**src/rtl/rv_pkg.sv**
```systemverilog
// Shared RV32I pipeline definitions: datapath width, the fetch queue entry
// layout and the canonical NOP used when downstream stages insert bubbles.
package rv_pkg;

    localparam int unsigned XLEN = 32;

    // One prefetched instruction together with the PC it was fetched from.
    typedef struct packed {
        logic [XLEN-1:0] pc;
        logic [31:0]     instr;
    } fetch_entry_t;

    // addi x0, x0, 0
    localparam logic [31:0] RV_NOP = 32'h0000_0013;

endpackage

```
**src/rtl/sync_fifo.sv**
```systemverilog
// Synchronous FIFO with registered storage; the head entry is read straight
// from the storage registers so it carries no combinational path from push.
// Reset clears pointers, occupancy and storage, so the head reads as zero.
module sync_fifo #(
    parameter int unsigned WIDTH = 64,
    parameter int unsigned DEPTH = 4
) (
    input  logic                     clk_i,
    input  logic                     rst_i,
    input  logic                     push_i,
    input  logic [WIDTH-1:0]         wdata_i,
    input  logic                     pop_i,
    output logic [WIDTH-1:0]         head_o,
    output logic [$clog2(DEPTH):0]   count_o
);

    localparam int unsigned AW = $clog2(DEPTH);

    logic [WIDTH-1:0] mem_q [DEPTH];
    logic [AW-1:0]    wptr_q, wptr_d;
    logic [AW-1:0]    rptr_q, rptr_d;
    logic [AW:0]      count_q, count_d;

    // Pointer and occupancy update; pointers wrap because DEPTH is a power of two.
    always_comb begin
        wptr_d  = wptr_q;
        rptr_d  = rptr_q;
        count_d = count_q;
        if (push_i) begin
            wptr_d = wptr_q + 1'b1;
        end
        if (pop_i) begin
            rptr_d = rptr_q + 1'b1;
        end
        case ({push_i, pop_i})
            2'b10:   count_d = count_q + 1'b1;
            2'b01:   count_d = count_q - 1'b1;
            default: count_d = count_q;
        endcase
    end

    // Storage, pointers and occupancy registers with synchronous clear.
    always_ff @(posedge clk_i) begin
        if (rst_i) begin
            wptr_q  <= '0;
            rptr_q  <= '0;
            count_q <= '0;
            for (int unsigned i = 0; i < DEPTH; i++) begin
                mem_q[i] <= '0;
            end
        end else begin
            wptr_q  <= wptr_d;
            rptr_q  <= rptr_d;
            count_q <= count_d;
            if (push_i) begin
                mem_q[wptr_q] <= wdata_i;
            end
        end
    end

    assign head_o  = mem_q[rptr_q];
    assign count_o = count_q;

endmodule

```
**src/rtl/fetch_queue.sv**
```systemverilog
// Instruction-fetch stage: PC generator, synchronous-read imem request port
// and a prefetch queue of {pc, instr} pairs feeding ID through valid/ready.
// A redirect (or reset) flushes the queue and drops the in-flight response.
module fetch_queue #(
    parameter int unsigned     XLEN     = rv_pkg::XLEN,
    parameter int unsigned     DEPTH    = 4,
    parameter logic [XLEN-1:0] RESET_PC = '0,
    parameter logic [XLEN-1:0] PC_INC   = 'd1
) (
    input  logic                   clk,
    input  logic                   rst,
    output logic                   imem_req,
    output logic [XLEN-1:0]        imem_addr,
    input  logic [31:0]            imem_rdata,
    input  logic                   redir_valid,
    input  logic [XLEN-1:0]        redir_pc,
    input  logic                   id_ready,
    output logic                   id_valid,
    output logic [31:0]            id_instr,
    output logic [XLEN-1:0]        id_pc,
    output logic [$clog2(DEPTH):0] count
);

    localparam int unsigned CW = $clog2(DEPTH) + 1;
    localparam logic [CW:0] DEPTH_C = DEPTH[CW:0];

    logic [XLEN-1:0] fpc_q, fpc_d;
    logic [XLEN-1:0] inflight_pc_q, inflight_pc_d;
    logic            inflight_q, inflight_d;

    logic            fifo_clr;
    logic            push;
    logic            pop;
    logic [XLEN+31:0] head;
    logic [CW-1:0]   occ;
    logic [CW:0]     pending;

    // Outstanding work if we issue now: queued + in flight - leaving this cycle.
    // Issuing only while this stays below DEPTH guarantees every response a slot.
    assign pending  = {1'b0, occ} + {{CW{1'b0}}, inflight_q} - {{CW{1'b0}}, pop};

    assign id_valid = (occ != '0) & ~redir_valid & ~rst;
    assign pop      = id_valid & id_ready;
    assign push     = inflight_q & ~redir_valid & ~rst;
    assign imem_req = ~rst & ~redir_valid & (pending < DEPTH_C);
    assign imem_addr = fpc_q;
    assign fifo_clr = rst | redir_valid;

    sync_fifo #(
        .WIDTH (XLEN + 32),
        .DEPTH (DEPTH)
    ) u_fifo (
        .clk_i   (clk),
        .rst_i   (fifo_clr),
        .push_i  (push),
        .wdata_i ({inflight_pc_q, imem_rdata}),
        .pop_i   (pop),
        .head_o  (head),
        .count_o (occ)
    );

    assign id_instr = head[31:0];
    assign id_pc    = head[XLEN+31:32];
    assign count    = occ;

    // Next fetch PC and in-flight tracking; redirect overrides normal issue.
    always_comb begin
        fpc_d         = fpc_q;
        inflight_pc_d = inflight_pc_q;
        inflight_d    = imem_req;
        if (rst) begin
            fpc_d = RESET_PC;
        end else if (redir_valid) begin
            fpc_d = redir_pc;
        end else if (imem_req) begin
            fpc_d         = fpc_q + PC_INC;
            inflight_pc_d = fpc_q;
        end
    end

    // PC generator and in-flight request registers.
    always_ff @(posedge clk) begin
        if (rst) begin
            fpc_q         <= RESET_PC;
            inflight_q    <= 1'b0;
            inflight_pc_q <= '0;
        end else begin
            fpc_q         <= fpc_d;
            inflight_q    <= inflight_d;
            inflight_pc_q <= inflight_pc_d;
        end
    end

endmodule

```
**config.mk**
```make
export PLATFORM = sky130hd
export DESIGN_NAME = fetch_queue
export DESIGN_NICKNAME = d
export VERILOG_FILES = /design/src/rtl/rv_pkg.sv /design/src/rtl/sync_fifo.sv /design/src/rtl/fetch_queue.sv
export SDC_FILE = /design/constraint.sdc
export NUM_CORES = 1
export LEC_CHECK = 0
export CORE_MARGIN = 1.5
export CORE_UTILIZATION = 35
export CTS_CLUSTER_SIZE = 28
export DETAILED_ROUTE_END_ITERATION = 7
export PLACE_DENSITY = 0.6
export SLEW_MARGIN = 20
export SYNTH_ARGS = -nofsm -noshare
export SYNTH_HDL_FRONTEND = slang
export SYNTH_SLANG_ARGS = --single-unit
```
**constraint.sdc**
```tcl
create_clock -name clk -period 15.4 [get_ports clk]
set_input_delay 2.31 -clock clk [delete_from_list [all_inputs] [get_ports clk]]
set_output_delay 2.31 -clock clk [all_outputs]
set_load 0.02 [all_outputs]
```
# --- After elaboration in Yosys (flattened, before gate mapping) ---
# Memory sizes are Yosys's and may differ from the RTL's. A register that Yosys moved wholly into a read port is not among the register bits.
# Index checks and enable logic that the tools add are counted.
op_classes:
  n_bitwise: 10
  mux: 13
  addsub: 7
  order_cmp: 1
  n_reduce_logical: 5
  eq_ne: 2
ops:
  columns: ["cell", "count"]
  rows:
  - ["2-to-1 mux 32 bit", 2]
  - ["2-to-1 mux 64 bit", 1]
  - ["OR reduction 64 bit", 1]
  - ["adder 32 x 1 -> 32 bit (second input constant)", 1]
  - ["bitwise AND 1 bit", 7]
  - ["2-to-1 mux 1 bit", 6]
  - ["2-to-1 mux 2 bit", 3]
  - ["one-hot mux 3 bit (2 select lines)", 1]
  - ["adder 2 x 1 -> 2 bit (second input constant)", 2]
  - ["adder 3 x 1 -> 4 bit", 1]
  - ["less-than comparator 4 x 3 -> 1 bit (second input constant)", 1]
  - ["nonzero test 2 bit", 2]
  - ["subtractor 4 x 1 -> 4 bit", 1]
  - ["adder 3 x 1 -> 3 bit (second input constant)", 1]
  - ["nonzero test 3 bit", 1]
  - ["subtractor 3 x 1 -> 3 bit (second input constant)", 1]
  - ["equality test 2 x 1 -> 1 bit (second input constant)", 1]
  - ["equality test 2 bit (second input constant)", 1]
  - ["inverter 1 bit", 2]
  - ["AND reduction 2 bit", 1]
  - ["OR 1 bit", 1]
word_totals:
  register_bits: 72
  wordCells: 45
  ramBits: 256
  mem_count: 1
mem_list:
  columns: ["name", "depth", "width", "read_ports", "rd_ports_with_merged_regs", "wr", "line_no", "rtl"]
  rows:
  - ["u_fifo.mem_q", 4, 64, 1, 1, 4, "sync_fifo.sv:19", "logic [WIDTH-1:0] mem_q [DEPTH];"]

# --- Depth between registers and ports, before layout ---
# Gate-level depths: netlist of run 1.
logic_depth:
  ltp_word: 9
  mapped_depth: 12
  depth_no_buf: 11

# --- Cells and area by module ---
# From an unflattened synthesis of run 1, not the netlist that was laid out.
unflattened:
  cells_unflattened: 1061
  hier_area_um2: 14677.8
modules_own_cells:
  columns: ["mod", "instances", "cells_per_inst", "seq_area_each_um2", "area_per_inst_um2"]
  rows:
  - ["sync_fifo", 1, 662, 7867.5, 11457.2]
  - ["fetch_queue", 1, 399, 1301.2, 3220.6]

# --- Least setup slack after synthesis of run 1 ---
# No wires, ideal clock.
synth_path:
  kind: "input to output"
  from: "input redir_valid"
  to: "output imem_req"
  slack_ps: 8403
  n_path_buf: 1
  required_time_ps: 13090
  arrival_ps: 4687
  path_stages: 10
  cell_sequence: "nor2_1 o311a_1 ha_1 inv_1 ha_1 and3b_4 nor4_1 o21ai_1 inv_1 buf_1"
synth_between:
  elab_chain_len: 7
  elab_cells_between_ends: 8
  classes_between: "1 x add/sub; 1 x order compare; 6 x bitwise"
synth_lines:
  columns: ["item", "line_no", "rtl"]
  rows:
  - ["from (decl)", "fetch_queue.sv:15", "input logic redir_valid,"]
  - ["inverter 1 bit (no source line)", null, null]
  - ["bitwise AND 1 bit (2 in a row)", "fetch_queue.sv:42", "assign id_valid = (occ != '0) & ~redir_valid & ~rst;"]
  - ["bitwise AND 1 bit", "fetch_queue.sv:43", "assign pop = id_valid & id_ready;"]
  - ["net pop", "fetch_queue.sv:33", "logic pop;"]
  - ["subtractor 4 x 1 -> 4 bit", "fetch_queue.sv:40", "assign pending = {1'b0, occ} + {{CW{1'b0}}, inflight_q} - {{CW{1'b0}}, pop};"]
  - ["less-than comparator 4 x 3 -> 1 bit", "fetch_queue.sv:45", "assign imem_req = ~rst & ~redir_valid & (pending < DEPTH_C);"]
  - ["bitwise AND 1 bit", "fetch_queue.sv:45", null]
  - ["to (decl)", "fetch_queue.sv:12", "output logic imem_req,"]
# The timed path passes the listed nets, and every way through them passes these cells.

# --- Final worst setup path of run 1 ---
# Ends and elaborated chain as after synthesis.

==> metrics.txt, run 1 <==
status=finished, violations left; failing checks=design-rule violations; Period Utilization, post-route=53.6%; worst slack, placed=6.72 ns; most common cell after layout, fill and taps aside=edfxtp_1; area growth from synthesis to layout=23.2%; die area=43000 um2; post-route ant nets=0; maximum clock rate=121 MHz; final setup fails=0; quantity of hold-fixing buffers added after cts=0; Synth Net Count=1128; library cells used by synthesis=48; Core Area=41000 um2; DRC viols=11; total gr overflow=0; setup ws final=7.15 ns; CTS Root Cell=clkbuf_16; Final Max Slew Viols=0; initial DRC count=604; Ys Warns=0; Hold Path Class=reg2reg; Worst Hold Path Cells=2; post-layout net count=1273; Total GRT Usage=17.7%; largest net degree at the start of global routing=72; Fin. Hold Viols=0; Clock Path Buffers=3; number of buffers created by CTS=37; CTS tree=built; RSZ-0062 raised after global routing=no; WS Path Type=in2out; leakage power=6.47 nW; Worst-path clk slew=0.05 ns; # Post-CTS Setup Buffers=0; Ant. Diodes=0; fill count=3702; PortBufs=168; first-pass GRT wire length=58000 um; Die W=207 um; antenna violations before repair=0; Metal-1 WL=17300 um; Routed WL per cell=21.4 um; Initial Util=35.7%; most frequent cells in the layout=256 x edfxtp_1, 195 x and2_1, 167 x clkdlybuf4s50_1; clk_lat worst skew=0.54 ns; die height=207 um; I/O pin total=169; Post-synth EDFFs=256; TNS Setup=0 ns; H-tree levels=2; clk_skew=0.0163 ns; via count=8998; Seq/Total Area, Yosys=62.7%; number of max-cap violations=0; crit end category=output port; Top Layer Used=met4; row count=74; PwrDens=112 nW/um2; Yosys reg bits=330; arrival time at the worst endpoint=5.94 ns; Worst EP required=13.09 ns; vias in the first global route=9403; fin crit period=8.25 ns; Async SR Flop Fraction=0%; Pre-antenna DRT Iters=7; share of layout cells above drive strength 1=14.0%; Cells after Synth=1054; mapped cell area=14600 um2; drt total wl=37600 um; Worst Reg2Reg Path Length in Cells=9; Mapped Avg Cell Area=13.9 um2; Worst-Margin Slew=1.12 ns; Gates resized, CTS repair=0; routed wl met2=17700 um; Slew HR=25.3%; Detailed Place HPWL=20900 um; GP Congestion=0.775; Synth Flop Type=edfxtp_1; Critical Path Fanout Max=33; Max VDD drop=0.0574 mV; # clock sinks=330; startpoint types=input port; Via density=5.12; Detail Route met3 WL=1710 um
through the flow:
| step | hold slack (ns) | power (mW) | utilization, % | instances | area, um2 |
|---|---|---|---|---|---|
| after floorplan | 0.457 | 1.10 | - | 1054 | 14600 |
| after global placement | 0.476 | 1.19 | 41.1 | 1692 | 16800 |
| after detailed placement | 0.479 | 1.19 | 41.1 | 1692 | 16800 |
| after CTS | 0.488 | 2.05 | 43.9 | 1758 | 18000 |
| after global routing | 0.514 | 2.09 | 43.9 | 1758 | 18000 |
| final | 0.487 | 2.02 | 43.9 | 1758 | 18000 |
power by group:
part	leakage, nW	internal [mW]	switching (mW)
sequential	3.47	0.998	0.0234
clock	0.556	0.508	0.345
combinational	2.44	0.0638	0.0821
total	6.47	1.57	0.450
layer usage:
layer,track usage [%],up-vias
met5,0,-
met3,2.86,58
met1,24.0,4503
li1,-,4189
met4,5.58,0
met2,29.1,248
registers in the layout, indices dropped and copies added, names as in the netlist, named ones only:
name,flops
u_fifo.mem_q,256
imem_addr,32
inflight_pc_q,32
u_fifo.count_o,3
u_fifo.rptr_q,2
u_fifo.wptr_q,2
inflight_q,1
kinds of logic after synthesis:
| logic type | after synthesis | synth area share (%) |
|---|---|---|
| fa+ha+maj | 6 | 0.565 |
| buf+inv | 91 | 2.49 |
| mux | 64 | 9.86 |
| compound gates | 109 | 6.30 |
| simple gates | 420 | 16.1 |
| flops | 330 | 62.7 |
| xor+xnor | 34 | 2.04 |
cell usage after synthesis (2+ instances only):
| master | n | area [um2] |
|---|---|---|
| nand4_1 | 11 | 68.8 |
| a211oi_1 | 19 | 143 |
| buf_1 | 7 | 26.3 |
| and3_1 | 66 | 413 |
| o21ai_1 | 2 | 10.0 |
| a21oi_1 | 41 | 205 |
| nand2b_1 | 2 | 12.5 |
| o21ai_0 | 6 | 30.0 |
| nand3_1 | 11 | 55.1 |
| a2111oi_4 | 4 | 110 |
| nor2_1 | 36 | 135 |
| nor3_1 | 3 | 15.0 |
| xnor2_1 | 29 | 254 |
| a311oi_1 | 3 | 26.3 |
| dfxtp_1 | 74 | 1480 |
| clkbuf_1 | 62 | 233 |
| a211oi_2 | 15 | 188 |
| edfxtp_1 | 256 | 7690 |
| and2_1 | 195 | 1220 |
| a2111oi_2 | 8 | 120 |
| mux4_2 | 64 | 1440 |
| ha_1 | 5 | 62.6 |
| buf_2 | 6 | 30.0 |
| inv_1 | 14 | 52.6 |
| nand2_1 | 80 | 300 |
| buf_6 | 2 | 22.5 |
| and4_1 | 6 | 52.6 |
| xor2_1 | 5 | 43.8 |
| o21bai_1 | 3 | 22.5 |
cell type report:
cell class / instances / area, um2 / area share [%]
clock buffer: 55 / 1060 / 5.86
clock inverter: 11 / 108 / 0.597
inverter: 14 / 52.6 / 0.292
multi-input combinational: 633 / 5160 / 28.7
sequential: 330 / 9180 / 51.0
tap: 532 / 666 / 3.70
timing repair buffer: 183 / 1790 / 9.93
critical path, stage by stage:
cell and delay [ns]:
clkdlybuf4s50_1 0.63, nor2_4 0.24, o311a_1 0.27, ha_1 0.17
inv_1 0.04, ha_1 0.27, and3b_4 0.21, nor4_1 0.44
o21ai_2 0.14, inv_2 0.49, clkdlybuf4s50_1 0.73
path summary, 6_finish.rpt:
| path | slack [ns] | from | to |
|---|---|---|---|
| min | 0.49 | inflight_pc_q[12]$_SDFFE_PP0P_ | inflight_pc_q[12]$_SDFFE_PP0P_ |
| min reg2reg | 0.49 | inflight_pc_q[12]$_SDFFE_PP0P_ | inflight_pc_q[12]$_SDFFE_PP0P_ |
| max reg2reg | 12.22 | u_fifo.count_o[0]$_SDFFE_PP0P_ | imem_addr[9]$_SDFFE_PP0P_ |
| max | 7.15 | redir_valid | imem_req |
Power figures use the tool's default switching activity.
==> inputs of run 2 (changes only) <==
==> constraint.sdc (replaced) <==
create_clock -name clk -period 8.27 [get_ports clk]
set_input_delay 1.2405 -clock clk [delete_from_list [all_inputs] [get_ports clk]]
set_output_delay 1.2405 -clock clk [all_outputs]
set_load 0.02 [all_outputs]
==> run 2 against run 1 <==
  * The run still ends with design-rule violations left
  * Clock power up 92%
  * Power up 89%
  * Clock skew up 0.0015 ns
  * Sequential share of layout area down 0.32 points
  * Global-route usage about the same
  * Core utilization up 0.27 points
  * Setup slack worse by 4.5 ns
  * Register-to-register slack worse by 7.1 ns
  * Final area up 0.63%
  * Combinational power up 88%
  * Non-clock buffer count up 4
  * Largest power group unchanged
==> metrics.txt, run 2 (synthesis gave the netlist of run 1 again) <==
status=finished, violations left; failing checks=design-rule violations; # clock sinks=330 (unchanged); crit end category=output port; post-layout net count=1278 (+0.39%); most frequent cells in the layout=256 x edfxtp_1, 195 x and2_1, 167 x clkdlybuf4s50_1; CTS Root Cell=clkbuf_16; vias in the first global route=9417 (+0.15%); Hold Startpoint=inflight_pc_q[6]$_SDFFE_PP0P_; arrival time at the worst endpoint=4.39 ns (-1.55 ns); initial DRC count=535 (-11%); max incr delay on CP=0.65 ns (-0.08 ns); die area=43000 um2 (unchanged); placed cell count=1695 (+0.18%); clk_lat worst skew=0.53 ns (about the same); reg-to-reg startpoint=inflight_q$_SDFF_PP0_; row count=74 (unchanged); fin crit period=5.63 ns; Worst Hold End=inflight_pc_q[6]$_SDFFE_PP0P_; via count=9042 (+0.49%); Slowest cell on crit path=clkdlybuf4s50_1; Gates resized, CTS repair=0 (unchanged); Worst-path clk slew=0.06 ns (about the same); CTS tree=built; Worst Hold Path Cells=2 (unchanged); Pre-antenna DRT Iters=7 (unchanged); Period Utilization, post-route=68.0%; max reg flops=256 (unchanged); I/O pin total=169 (unchanged); Final Max Slew Viols=0 (unchanged); Worst path top cell family by delay=buffers and inverters; Detailed Place HPWL=21100 um (+0.81%); # Post-CTS Setup Buffers=0 (unchanged); Worst EP required=7.03 ns (-6.06 ns); startpoint types=input port; quantity of hold-fixing buffers added after cts=0 (unchanged); Crit path buffers/inverters=4 (unchanged); first-pass GRT wire length=57900 um (-0.26%); post-route ant nets=0 (unchanged); total gr overflow=0 (unchanged); Finished Cell Area=18100 um2 (+0.63%); antenna violations before repair=1 (+1); PwrDens=211 nW/um2 (+88%); Clock Path Buffers=3 (unchanged); share of layout cells above drive strength 1=14.9% (+0.88 points); drt total wl=37800 um (+0.44%); WS Path Type=in2out; Via density=5.12 (about the same); clk_skew=0.0178 ns (+0.00146 ns); leakage power=6.55 nW (+1.2%); PortBufs=168 (unchanged); Reg2Reg Setup Slack=5.10 ns (-7.12 ns); number of buffers created by CTS=38 (+2.7%); Finished Layout Cells=1766 (+0.46%); Worst Reg2Reg Path Length in Cells=5 (-4); area growth from synthesis to layout=23.9%; TNS Setup=0 ns (unchanged); Critical Path Fanout Max=11 (-67%); end of the worst register-to-register path=u_fifo.mem_q[1][9]$_SDFFCE_PN0P_; most common cell after layout, fill and taps aside=edfxtp_1; Initial Util=35.7% (unchanged); Slew HR=29.6% (+4.3 points); Routed WL per cell=21.4 um (about the same); RSZ-0062 raised after global routing=no; maximum clock rate=178 MHz; DRC viols=11 (unchanged); Largest Register=u_fifo.mem_q; final setup fails=0 (unchanged); Core Area=41000 um2 (unchanged); Worst-Margin Slew=1.06 ns (-0.0640 ns); Total GRT Usage=17.7% (about the same); Ant. Diodes=0 (unchanged); Cell Chain, Critical Path=clkdlybuf4s50_1 -> nor2_4 -> o311a_1 -> ha_1 -> inv_1 -> ha_1 -> and3b_4 -> nor4_1 -> o21ai_2 -> inv_1 -> clkdlybuf4s50_1; Fin. Hold Viols=0 (unchanged); Max VDD drop=0.123 mV (+120%); Hold Path Class=reg2reg; Die W=207 um (unchanged); GP Congestion=0.759 (-2.1%); placed inst area=16900 um2 (+0.13%); number of max-cap violations=0 (unchanged); H-tree levels=2 (unchanged); die height=207 um (unchanged); largest net degree at the start of global routing=69 (-4.2%)
-- run 2: tightest hold or removal path, delay by kind of cell, from the launching register on --
family | cells | cell delay [ns]
DFF | 1 | 0.33
and+or+nand+nor | 1 | 0.06
AOI/OAI and AO/OA | 1 | 0.05
-- run 2: layout make-up --
cell class                 instances  area [um2]
sequential                       330        9180
timing repair buffer             187        1840
clock buffer                      55        1120
fill                            3745       22900
tap                              532         666
clock inverter                    15         106
multi-input combinational        633        5160
inverter                          14        52.6
-- run 2: layer usage --
layer	track usage (%)	up-vias	routed length, um
met4	4.94	0	734
met5	0	-	0
li1	-	4210	-
met3	3.09	51	1870
met1	23.6	4530	16800
met2	29.7	251	18400
-- run 2: worst max path at each step --
stage                                  startpoint                               end  slack, ns  cells past startpoint
global route                          redir_valid                          imem_req       2.49                     11
CTS                                   redir_valid                          imem_req       2.66                     11
global placement                      redir_valid                          imem_req       2.73                     11
finish                                redir_valid                          imem_req       2.64                     11
detailed placement                    redir_valid                          imem_req       2.68                     11
floorplan           u_fifo.wptr_q[0]$_SDFFE_PP0P_  u_fifo.mem_q[1][0]$_SDFFCE_PN0P_       2.69                      2
-- run 2: through the flow --
stage	hold WS, ns	setup WS [ns]	power (mW)	utilization, %
after floorplan	0.457	2.69	2.06	-
after detailed placement	0.477	2.68	2.21	41.1
final	0.486	2.64	3.82	44.2
after global placement	0.474	2.73	2.21	41.1
after CTS	0.488	2.66	3.87	44.1
after global routing	0.513	2.49	3.96	44.2
-- run 2: power breakdown --
group	switching, mW	leakage [nW]	internal, mW
combinational	0.153	2.47	0.121
clock	0.665	0.604	0.976
sequential	0.0432	3.47	1.86
total	0.861	6.55	2.95
==> inputs of run 3 (changes only) <==
--- a/config.mk
+++ b/config.mk
@@ -9,7 +9,7 @@
 export CORE_UTILIZATION = 35
 export CTS_CLUSTER_SIZE = 28
 export DETAILED_ROUTE_END_ITERATION = 7
-export PLACE_DENSITY = 0.6
+export PLACE_DENSITY = 0.62
 export SLEW_MARGIN = 20
 export SYNTH_ARGS = -nofsm -noshare
 export SYNTH_HDL_FRONTEND = slang
==> constraint.sdc (replaced) <==
create_clock -name clk -period 4.7 [get_ports clk]
set_input_delay 0.705 -clock clk [delete_from_list [all_inputs] [get_ports clk]]
set_output_delay 0.705 -clock clk [all_outputs]
set_load 0.02 [all_outputs]
==> run 3 against run 2 <==
  * Sequential share of layout area fell by 0.32 points
  * Core utilization rose by 0.28 points
  * Non-clock buffer count rose by 8
  * Clock-buffer cell count fell by 5
  * Setup slack got worse by 2.2 ns
  * Register-to-register slack got worse by 3.5 ns
  * Sequential power rose by 76%
  * First-iteration DRC count fell by 0.37%
  * Critical path depth rose by 1
  * The flow still finishes with violations (design-rule violations)
  * Die area did not move
  * Worst hold slack got worse by 0.0025 ns
==> metrics.txt, run 3 (synthesis gave the netlist of run 1 again) <==
status=finished, violations left; failing checks=design-rule violations; fin crit period=4.27 ns; Via density=5.18 (+1.1%); most common cell after layout, fill and taps aside=edfxtp_1; Ant. Diodes=0 (unchanged); arrival time at the worst endpoint=3.56 ns (-0.83 ns); # clock sinks=330 (unchanged); end of the worst register-to-register path=imem_addr[6]$_SDFFE_PP0P_; area growth from synthesis to layout=24.7%; clk_skew=0.0148 ns (-0.00298 ns); clk_lat worst skew=0.51 ns (-0.02 ns); Slowest cell on crit path=clkdlybuf4s50_1; post-layout net count=1286 (+0.63%); Gates resized, CTS repair=0 (unchanged); row count=74 (unchanged); placed cell count=1704 (+0.53%); Clock Path Buffers=3 (unchanged); number of max-cap violations=0 (unchanged); WS Path Type=in2out; Slew HR=25.3% (-4.3 points); CTS Root Cell=clkbuf_16; Top Layer Used=met5; number of buffers created by CTS=38 (unchanged); max incr delay on CP=0.62 ns (-0.03 ns); Detail Route met3 WL=1870 um (+0.11%); first-pass GRT wire length=57200 um (-1.2%); crit path to=imem_req; total gr overflow=0 (unchanged); Fin. Hold Viols=0 (unchanged); Worst EP required=3.99 ns (-3.04 ns); Finished Layout Cells=1773 (+0.40%); drt total wl=37300 um (-1.3%); worst slack, placed=0.450 ns (-2.23 ns); Crit path buffers/inverters=5 (+1); die area=43000 um2 (unchanged); PwrDens=371 nW/um2 (+76%); Worst Reg2Reg Path Length in Cells=10 (+5); Total GRT Usage=17.3% (-0.45 points); Core Area=41000 um2 (unchanged); Cell Chain, Critical Path=clkdlybuf4s50_1 -> nor2_4 -> o311a_1 -> ha_1 -> inv_1 -> ha_1 -> and3b_4 -> nor4_1 -> buf_4 -> o21ai_2 -> inv_1 -> clkdlybuf4s50_1; largest net degree at the start of global routing=73 (+5.8%); Reg2Reg Setup Slack=1.61 ns (-3.49 ns); CTS tree=built; die height=207 um (unchanged); RSZ-0062 raised after global routing=no; share of layout cells above drive strength 1=15.6% (+0.64 points); Pre-antenna DRT Iters=8 (+1); Metal-1 WL=16600 um (-1.2%); Initial Util=35.7% (unchanged); Die W=207 um (unchanged); Largest Register=u_fifo.mem_q; CP Launch Point=redir_valid; final setup fails=0 (unchanged); Period Utilization, post-route=90.8%; via count=9177 (+1.5%); leakage power=6.61 nW (+0.92%); startpoint types=input port; PortBufs=168 (unchanged); maximum clock rate=234 MHz; Worst-path clk slew=0.06 ns (about the same); setup ws final=0.433 ns (-2.21 ns); initial DRC count=533 (-0.37%); Routed WL per cell=21.0 um (-1.7%); Detailed Place HPWL=21900 um (+3.7%); reg-to-reg startpoint=u_fifo.count_o[0]$_SDFFE_PP0P_; Stages on worst setup path=12 (+1); Final Max Slew Viols=0 (unchanged); Critical Path Fanout Max=4 (-7); max reg flops=256 (unchanged); Worst-Margin Slew=1.12 ns (+0.0644 ns); vias in the first global route=9511 (+1.0%); post-route ant nets=0 (unchanged); crit end category=output port; routed wl met2=18000 um (-1.9%); TNS Setup=0 ns (unchanged); Hold Path Class=reg2reg; I/O pin total=169 (unchanged); quantity of hold-fixing buffers added after cts=0 (unchanged); # Post-CTS Setup Buffers=0 (unchanged); DRC viols=10 (-1); most frequent cells in the layout=256 x edfxtp_1, 195 x and2_1, 167 x clkdlybuf4s50_1; antenna violations before repair=1 (unchanged); H-tree levels=2 (unchanged); Max VDD drop=0.288 mV (+130%); GP Congestion=0.763 (+0.50%); Worst path top cell family by delay=buffers and inverters
-- run 3: metal layers --
metal / global-route usage, % / vias up
met3: 2.84 / 50
met2: 28.9 / 283
met5: 0 / -
li1: - / 4214
met4: 5.05 / 2
met1: 23.1 / 4628
-- run 3: final cells by class --
class / instances / area [um2]
tap: 532 / 666
multi-input combinational: 633 / 5160
clock inverter: 19 / 184
sequential: 330 / 9180
fill: 3725 / 22800
clock buffer: 50 / 1070
inverter: 14 / 52.6
timing repair buffer: 195 / 1930
-- run 3: how the worst min path moves through the flow --
stage / start / endpoint / cells after the start
after floorplan: inflight_pc_q[10]$_SDFFE_PP0P_ / inflight_pc_q[10]$_SDFFE_PP0P_ / 2
after global placement: inflight_pc_q[8]$_SDFFE_PP0P_ / inflight_pc_q[8]$_SDFFE_PP0P_ / 2
after detailed placement: inflight_pc_q[12]$_SDFFE_PP0P_ / inflight_pc_q[12]$_SDFFE_PP0P_ / 2
after CTS: inflight_pc_q[8]$_SDFFE_PP0P_ / inflight_pc_q[8]$_SDFFE_PP0P_ / 2
after global routing: inflight_pc_q[8]$_SDFFE_PP0P_ / inflight_pc_q[8]$_SDFFE_PP0P_ / 2
final: inflight_pc_q[20]$_SDFFE_PP0P_ / inflight_pc_q[20]$_SDFFE_PP0P_ / 2
-- run 3: worst register-to-register path, stage by stage (launching register included) --
cell       delay [ns]
dfxtp_1          0.36
o311a_1          0.43
ha_1             0.20
inv_1            0.06
ha_1             0.22
and3b_4          0.21
or4_1            0.46
buf_4            0.29
nand2_2          0.20
a311oi_1         0.10
a2111oi_0        0.43
-- run 3: power breakdown --
| group | total [mW] | internal [mW] | switching, mW |
|---|---|---|---|
| clock | 2.94 | 1.77 | 1.17 |
| combinational | 0.483 | 0.217 | 0.267 |
| sequential | 3.35 | 3.27 | 0.0781 |
| total | 6.77 | 5.26 | 1.51 |
-- run 3: metrics by stage --
step | instance area (um2) | util (%) | power (mW) | hold slack (ns)
after global placement | 17000 | 41.4 | 3.89 | 0.472
after global routing | 18200 | 44.5 | 6.98 | 0.512
final | 18200 | 44.5 | 6.77 | 0.483
after CTS | 18200 | 44.5 | 6.84 | 0.488
after floorplan | 14600 | - | 3.62 | 0.457
after detailed placement | 17000 | 41.4 | 3.90 | 0.478
